===== config.mk =====
export PLATFORM = sky130hd
export DESIGN_NAME = parity_serial_rx
export DESIGN_NICKNAME = d
export VERILOG_FILES = /design/src/rtl/parity_serial_rx.sv
export SDC_FILE = /design/constraint.sdc
export NUM_CORES = 1
export LEC_CHECK = 0
export ABC_AREA = 1
export CAP_MARGIN = 20
export CORE_MARGIN = 2
export CORE_UTILIZATION = 50
export DETAILED_ROUTE_END_ITERATION = 8
export GPL_TIMING_DRIVEN = 0
export PLACE_DENSITY_LB_ADDON = 0.3
export SLEW_MARGIN = 0
export SYNTH_ARGS = -nofsm -noshare
export SYNTH_HDL_FRONTEND = slang
export SYNTH_SLANG_ARGS = --single-unit

===== constraint.sdc =====
create_clock -name clk_in -period 4.4 [get_ports clk_in]
set_input_delay 0.88 -clock clk_in [delete_from_list [all_inputs] [get_ports clk_in]]
set_output_delay 0.88 -clock clk_in [all_outputs]
set_load 0.01 [all_outputs]

===== src/rtl/parity_serial_rx.sv =====
`timescale 1ns/1ps
// Serial frame receiver: start bit, DATA_W data bits (LSB first), parity bit, stop bit.
// Delivers the recovered word with its received parity bit, parity/framing error flags,
// and keeps a saturating count of frames that carried a parity error.
module parity_serial_rx #(
    parameter int unsigned DATA_W     = 8,
    parameter bit          PARITY_ODD = 1'b0
) (
    input  logic              clk_in,
    input  logic              rst_n_in,
    input  logic              bit_en_in,
    input  logic              serial_in,
    input  logic              clr_cnt_in,
    output logic [DATA_W-1:0] data_out,
    output logic              p_out,
    output logic              valid_out,
    output logic              parity_err_out,
    output logic              frame_err_out,
    output logic              busy_out,
    output logic [7:0]        err_cnt_out
);

    // Keep the counter at least one bit wide so DATA_W=1 still elaborates.
    localparam int unsigned CntW = (DATA_W > 1) ? $clog2(DATA_W) : 1;

    typedef enum logic [1:0] {StIdle, StData, StParity, StStop} state_e;

    state_e              state_q, state_d;
    logic [CntW-1:0]     cnt_q, cnt_d;
    logic [DATA_W-1:0]   shift_q, shift_d;
    logic                par_q, par_d;
    logic [DATA_W-1:0]   data_q, data_d;
    logic                p_q, p_d;
    logic                valid_q, valid_d;
    logic                perr_q, perr_d;
    logic                ferr_q, ferr_d;
    logic                busy_q, busy_d;
    logic [7:0]          err_cnt_q, err_cnt_d;

    // Frame FSM: advances one step per qualified line bit; disabled cycles hold everything.
    always_comb begin
        state_d = state_q;
        cnt_d   = cnt_q;
        shift_d = shift_q;
        par_d   = par_q;
        data_d  = data_q;
        p_d     = p_q;
        valid_d = 1'b0;
        perr_d  = perr_q;
        ferr_d  = ferr_q;
        if (bit_en_in) begin
            unique case (state_q)
                StIdle: begin
                    if (!serial_in) begin
                        shift_d = '0;
                        cnt_d   = '0;
                        state_d = StData;
                    end
                end
                StData: begin
                    shift_d[cnt_q] = serial_in;
                    cnt_d          = cnt_q + 1'b1;
                    if (cnt_q == CntW'(DATA_W - 1)) begin
                        state_d = StParity;
                    end
                end
                StParity: begin
                    par_d   = serial_in;
                    state_d = StStop;
                end
                StStop: begin
                    data_d  = shift_q;
                    p_d     = par_q;
                    perr_d  = (^shift_q) ^ par_q ^ PARITY_ODD;
                    ferr_d  = ~serial_in;
                    valid_d = 1'b1;
                    state_d = StIdle;
                end
                default: state_d = StIdle;
            endcase
        end
        busy_d = (state_d != StIdle);
    end

    // Error counter works off the registered flags, so it lags valid_out by one cycle.
    always_comb begin
        err_cnt_d = err_cnt_q;
        if (clr_cnt_in) begin
            err_cnt_d = 8'd0;
        end else if (valid_q && perr_q && (err_cnt_q != 8'hFF)) begin
            err_cnt_d = err_cnt_q + 8'd1;
        end
    end

    // State and output registers.
    always_ff @(posedge clk_in or negedge rst_n_in) begin
        if (!rst_n_in) begin
            state_q   <= StIdle;
            cnt_q     <= '0;
            shift_q   <= '0;
            par_q     <= 1'b0;
            data_q    <= '0;
            p_q       <= 1'b0;
            valid_q   <= 1'b0;
            perr_q    <= 1'b0;
            ferr_q    <= 1'b0;
            busy_q    <= 1'b0;
            err_cnt_q <= 8'd0;
        end else begin
            state_q   <= state_d;
            cnt_q     <= cnt_d;
            shift_q   <= shift_d;
            par_q     <= par_d;
            data_q    <= data_d;
            p_q       <= p_d;
            valid_q   <= valid_d;
            perr_q    <= perr_d;
            ferr_q    <= ferr_d;
            busy_q    <= busy_d;
            err_cnt_q <= err_cnt_d;
        end
    end

    assign data_out       = data_q;
    assign p_out          = p_q;
    assign valid_out      = valid_q;
    assign parity_err_out = perr_q;
    assign frame_err_out  = ferr_q;
    assign busy_out       = busy_q;
    assign err_cnt_out    = err_cnt_q;

endmodule


==> results.py <==
metrics = {
    "timing": {
        "final.min_clock_period_ps": 2280,
        "relSlewSlack_pct": 49.0,
        "hold_viol": 0,
        "setup_viol": 0,
        "period_share_pct": 51.7,
        "finClkSkew_ps": 4.85,
        "fmax_mhz": 439,
        "fin_tns_setup_ps": 0,
        "rsz0062_at_grt": "false",
        "hold_slack_ps": 490,
        "worstMarginPinSlew_ps": 764,
        "fin_ws_ps": 2120,
        "slew_viol_final": 0,
    },
    "worst_setup_path": {
        "path_buf_inv": 1,
        "cp.depth": 1,
        "r2r_cells": 7,
        "critical_path.endpoint": "err_cnt_out[4]",
        "critical_path_class": "register to primary output",
        "reg2reg_slack_ps": 2750,
        "startpoint_type": "register",
        "critPathLaunch": "err_cnt_out[4]$_DFFE_PN0P_",
        "cp.arrival_ps": 1400,
        "path_delay_family": "buffers and inverters",
        "slowest_delay_ps": 580,
        "timing.rr.end": "err_cnt_out[0]$_DFFE_PN0P_",
        "cpMaxStageDelayCell": "clkdlybuf4s50_1",
        "endpoint_kind": "primary output",
        "r2r_start": "err_cnt_out[0]$_DFFE_PN0P_",
        "critPathRequiredTime_ps": 3520,
        "crit_chain": "clkdlybuf4s50_1",
        "worstPathMaxFanout": 8,
    },
    "route": {
        "drtIter0Drc": 122,
        "wl_per_cell_microns": 11.4,
        "drt-vias-per-instance": 5.00,
        "remaining_drc_errors": 0,
        "wl_microns": 3350,
        "vias": 1471,
        "firstDrtPassIters": 4,
        "ant_nets": 0,
    },
    "power": {
        "p_int_uw": 660,
        "swShare_pct": 38.4,
        "pwr-share-clk_pct": 15.3,
        "seq_power_share_pct": 44.0,
        "fin_total_pwr_mw": 1.07,
        "p_sw_uw": 411,
        "peakVddDrop_mv": 0.250,
        "comb_power_share_pct": 40.7,
        "p_leak_nw": 0.963,
        "power_density_nw_per_um2": 511,
    },
    "clocking": {
        "clkSinkCount": 35,
        "clock_latency_ps": 330,
        "cts_setup_buffers": 0,
        "cts_resized": 0,
        "cts_tree": "built",
        "clk_pin_slew_worst_paths_ps": 100,
        "htreeDepth": 2,
        "clock-root-buffer": "clkbuf_4",
        "holdBufCountCts": 0,
        "cts_buffers": 5,
        "cts_buffer_depth": 2,
    },
    "synth": {
        "synth_top_cells_by_area": "dfrtp_1 (50%), nand2_1 (13%), nand3_1 (7.1%)",
        "synth.distinct_cells": 23,
        "synth-edff-count": 0,
        "synth_common_cells": "nand2_1 (61), dfrtp_1 (35), inv_1 (27)",
        "synth-seq-cells": 35,
        "synth_most_common_cell": "nand2_1",
        "yosys_warnings": 0,
        "synth_top_area_cell": "dfrtp_1",
        "syn_nets": 224,
        "synth-async-reset-ratio_pct": 100,
        "synth.avg_cell_area_sq_um": 8.12,
        "syn_inst": 216,
        "ys.flop_type": "dfrtp_1",
        "synth_area_sq_um": 1750,
        "yosysSeqAreaShare_pct": 50.0,
        "synth_top_cell_area_share_pct": 50.0,
    },
    "floorplanning": {
        "pin_count": 26,
        "design.die.area_sq_um": 4000,
        "die_w_microns": 63.2,
        "num_rows": 21,
        "die_h_microns": 63.2,
        "start_util_pct": 52.1,
        "core_sq_um": 3360,
    },
    "run_status": {
        "outcome": "finished clean",
    },
    "final_layout": {
        "fin_cells": 294,
        "fin_util_pct": 62.3,
        "drive_above_1_share_pct": 9.27,
        "seqCellArea_sq_um": 876,
        "syn_to_final_growth_pct": 19.6,
        "multi_input_area_sq_um": 742,
        "final_area_sq_um": 2100,
        "nFillCells": 327,
        "diodes": 0,
        "fin_nets": 255,
    },
    "placement": {
        "dpl.hpwl_microns": 2490,
        "port_buffers": 24,
        "placed_cell_area_sq_um": 2050,
        "place_ws_ps": 2170,
        "routabilityCongestion": 0.839,
        "dp.cells": 286,
    },
    "global_routing": {
        "grt_pass1_vias": 1406,
        "grt_start_max_net_pins": 36,
        "grtUsageTotal_pct": 20.1,
        "grt_overflow": 0,
        "grt_pass1_wl_microns": 6220,
        "antenna_found_initial": 0,
    },
    "min_path": {
        "hold_class": "register to register",
    },
    "job": {
        "maxCapViolCount": 0,
    },
}
[worst min-delay path: cells and delay by family (launching register included)]
kind | cells | cell delay [ps]
flops | 1 | 360
simple gates | 2 | 100
[area by class of cell]
| type | count | share of cell area, % |
|---|---|---|
| flip-flops and latches | 35 | 41.8 |
| multi-input cells | 149 | 35.4 |
| repair buffers | 24 | 11.2 |
| inverters | 29 | 5.31 |
| well taps | 46 | 2.75 |
| clock buffers | 7 | 2.15 |
| plain buffers | 3 | 1.13 |
| clock inverters | 1 | 0.239 |
[per-layer routing]
metal / track usage [%] / part of all wire, % / vias up
li1: - / - / 777
met1: 27.2 / 49 / 658
met2: 30.9 / 45 / 32
met3: 4.11 / 4.0 / 4
met4: 10.1 / 1.4 / 0
met5: 0 / 0 / -
[worst min path at each step]
stage / start / endpoint / slack (ps) / depth (start not counted)
floorplan: shift_q[6]$_DFFE_PN0P_ / data_out[6]$_DFFE_PN0P_ / 490 / 2
global placement: data_out[7]$_DFFE_PN0P_ / data_out[7]$_DFFE_PN0P_ / 460 / 2
detailed placement: data_out[7]$_DFFE_PN0P_ / data_out[7]$_DFFE_PN0P_ / 460 / 2
CTS: data_out[7]$_DFFE_PN0P_ / data_out[7]$_DFFE_PN0P_ / 490 / 2
global route: data_out[7]$_DFFE_PN0P_ / data_out[7]$_DFFE_PN0P_ / 530 / 2
finish: data_out[7]$_DFFE_PN0P_ / data_out[7]$_DFFE_PN0P_ / 490 / 2
[cells in the final DEF (no fill, tap or decap), drive strengths merged]
| cell type | n |
|---|---|
| nand4 | 1 |
| nor2 | 5 |
| nand3 | 25 |
| clkinv | 1 |
| buf | 4 |
| dfrtp | 35 |
| ha | 3 |
| clkbuf | 7 |
| nand2 | 61 |
| clkdlybuf4s50 | 23 |
| xor2 | 1 |
| nor3 | 7 |
| o21ai | 31 |
| or2 | 3 |
| o211ai | 1 |
| a21oi | 7 |
| inv | 29 |
| o22ai | 4 |
[flip-flops by register name, summed over array words and instances (netlist names)]
signal          flops
data_out            8
err_cnt_out         8
shift_q             8
cnt_q               3
state_q             2
busy_out            1
frame_err_out       1
p_out               1
par_q               1
parity_err_out      1
valid_out           1
[cell families after synthesis]
| kind of cell | count (synthesis) | share of synthesized area [%] |
|---|---|---|
| flip-flops | 35 | 50.0 |
| XOR/XNOR | 1 | 0.500 |
| AND/OR/NAND/NOR | 102 | 25.5 |
| AO/OA/AOI/OAI | 43 | 14.2 |
| buffers and inverters | 32 | 7.71 |
| adder cells (fa/ha/maj) | 3 | 2.14 |
[power groups by stage]
stage                     Clock (mW)  Sequential [mW]  Combinational [mW]
after floorplan                    0            0.493               0.254
after global placement             0            0.474               0.420
after detailed placement           0            0.480               0.436
after CTS                      0.171            0.472               0.438
after global routing           0.183            0.487               0.510
final                          0.164            0.471               0.436
No activity file was read; power rests on OpenSTA's default activity.
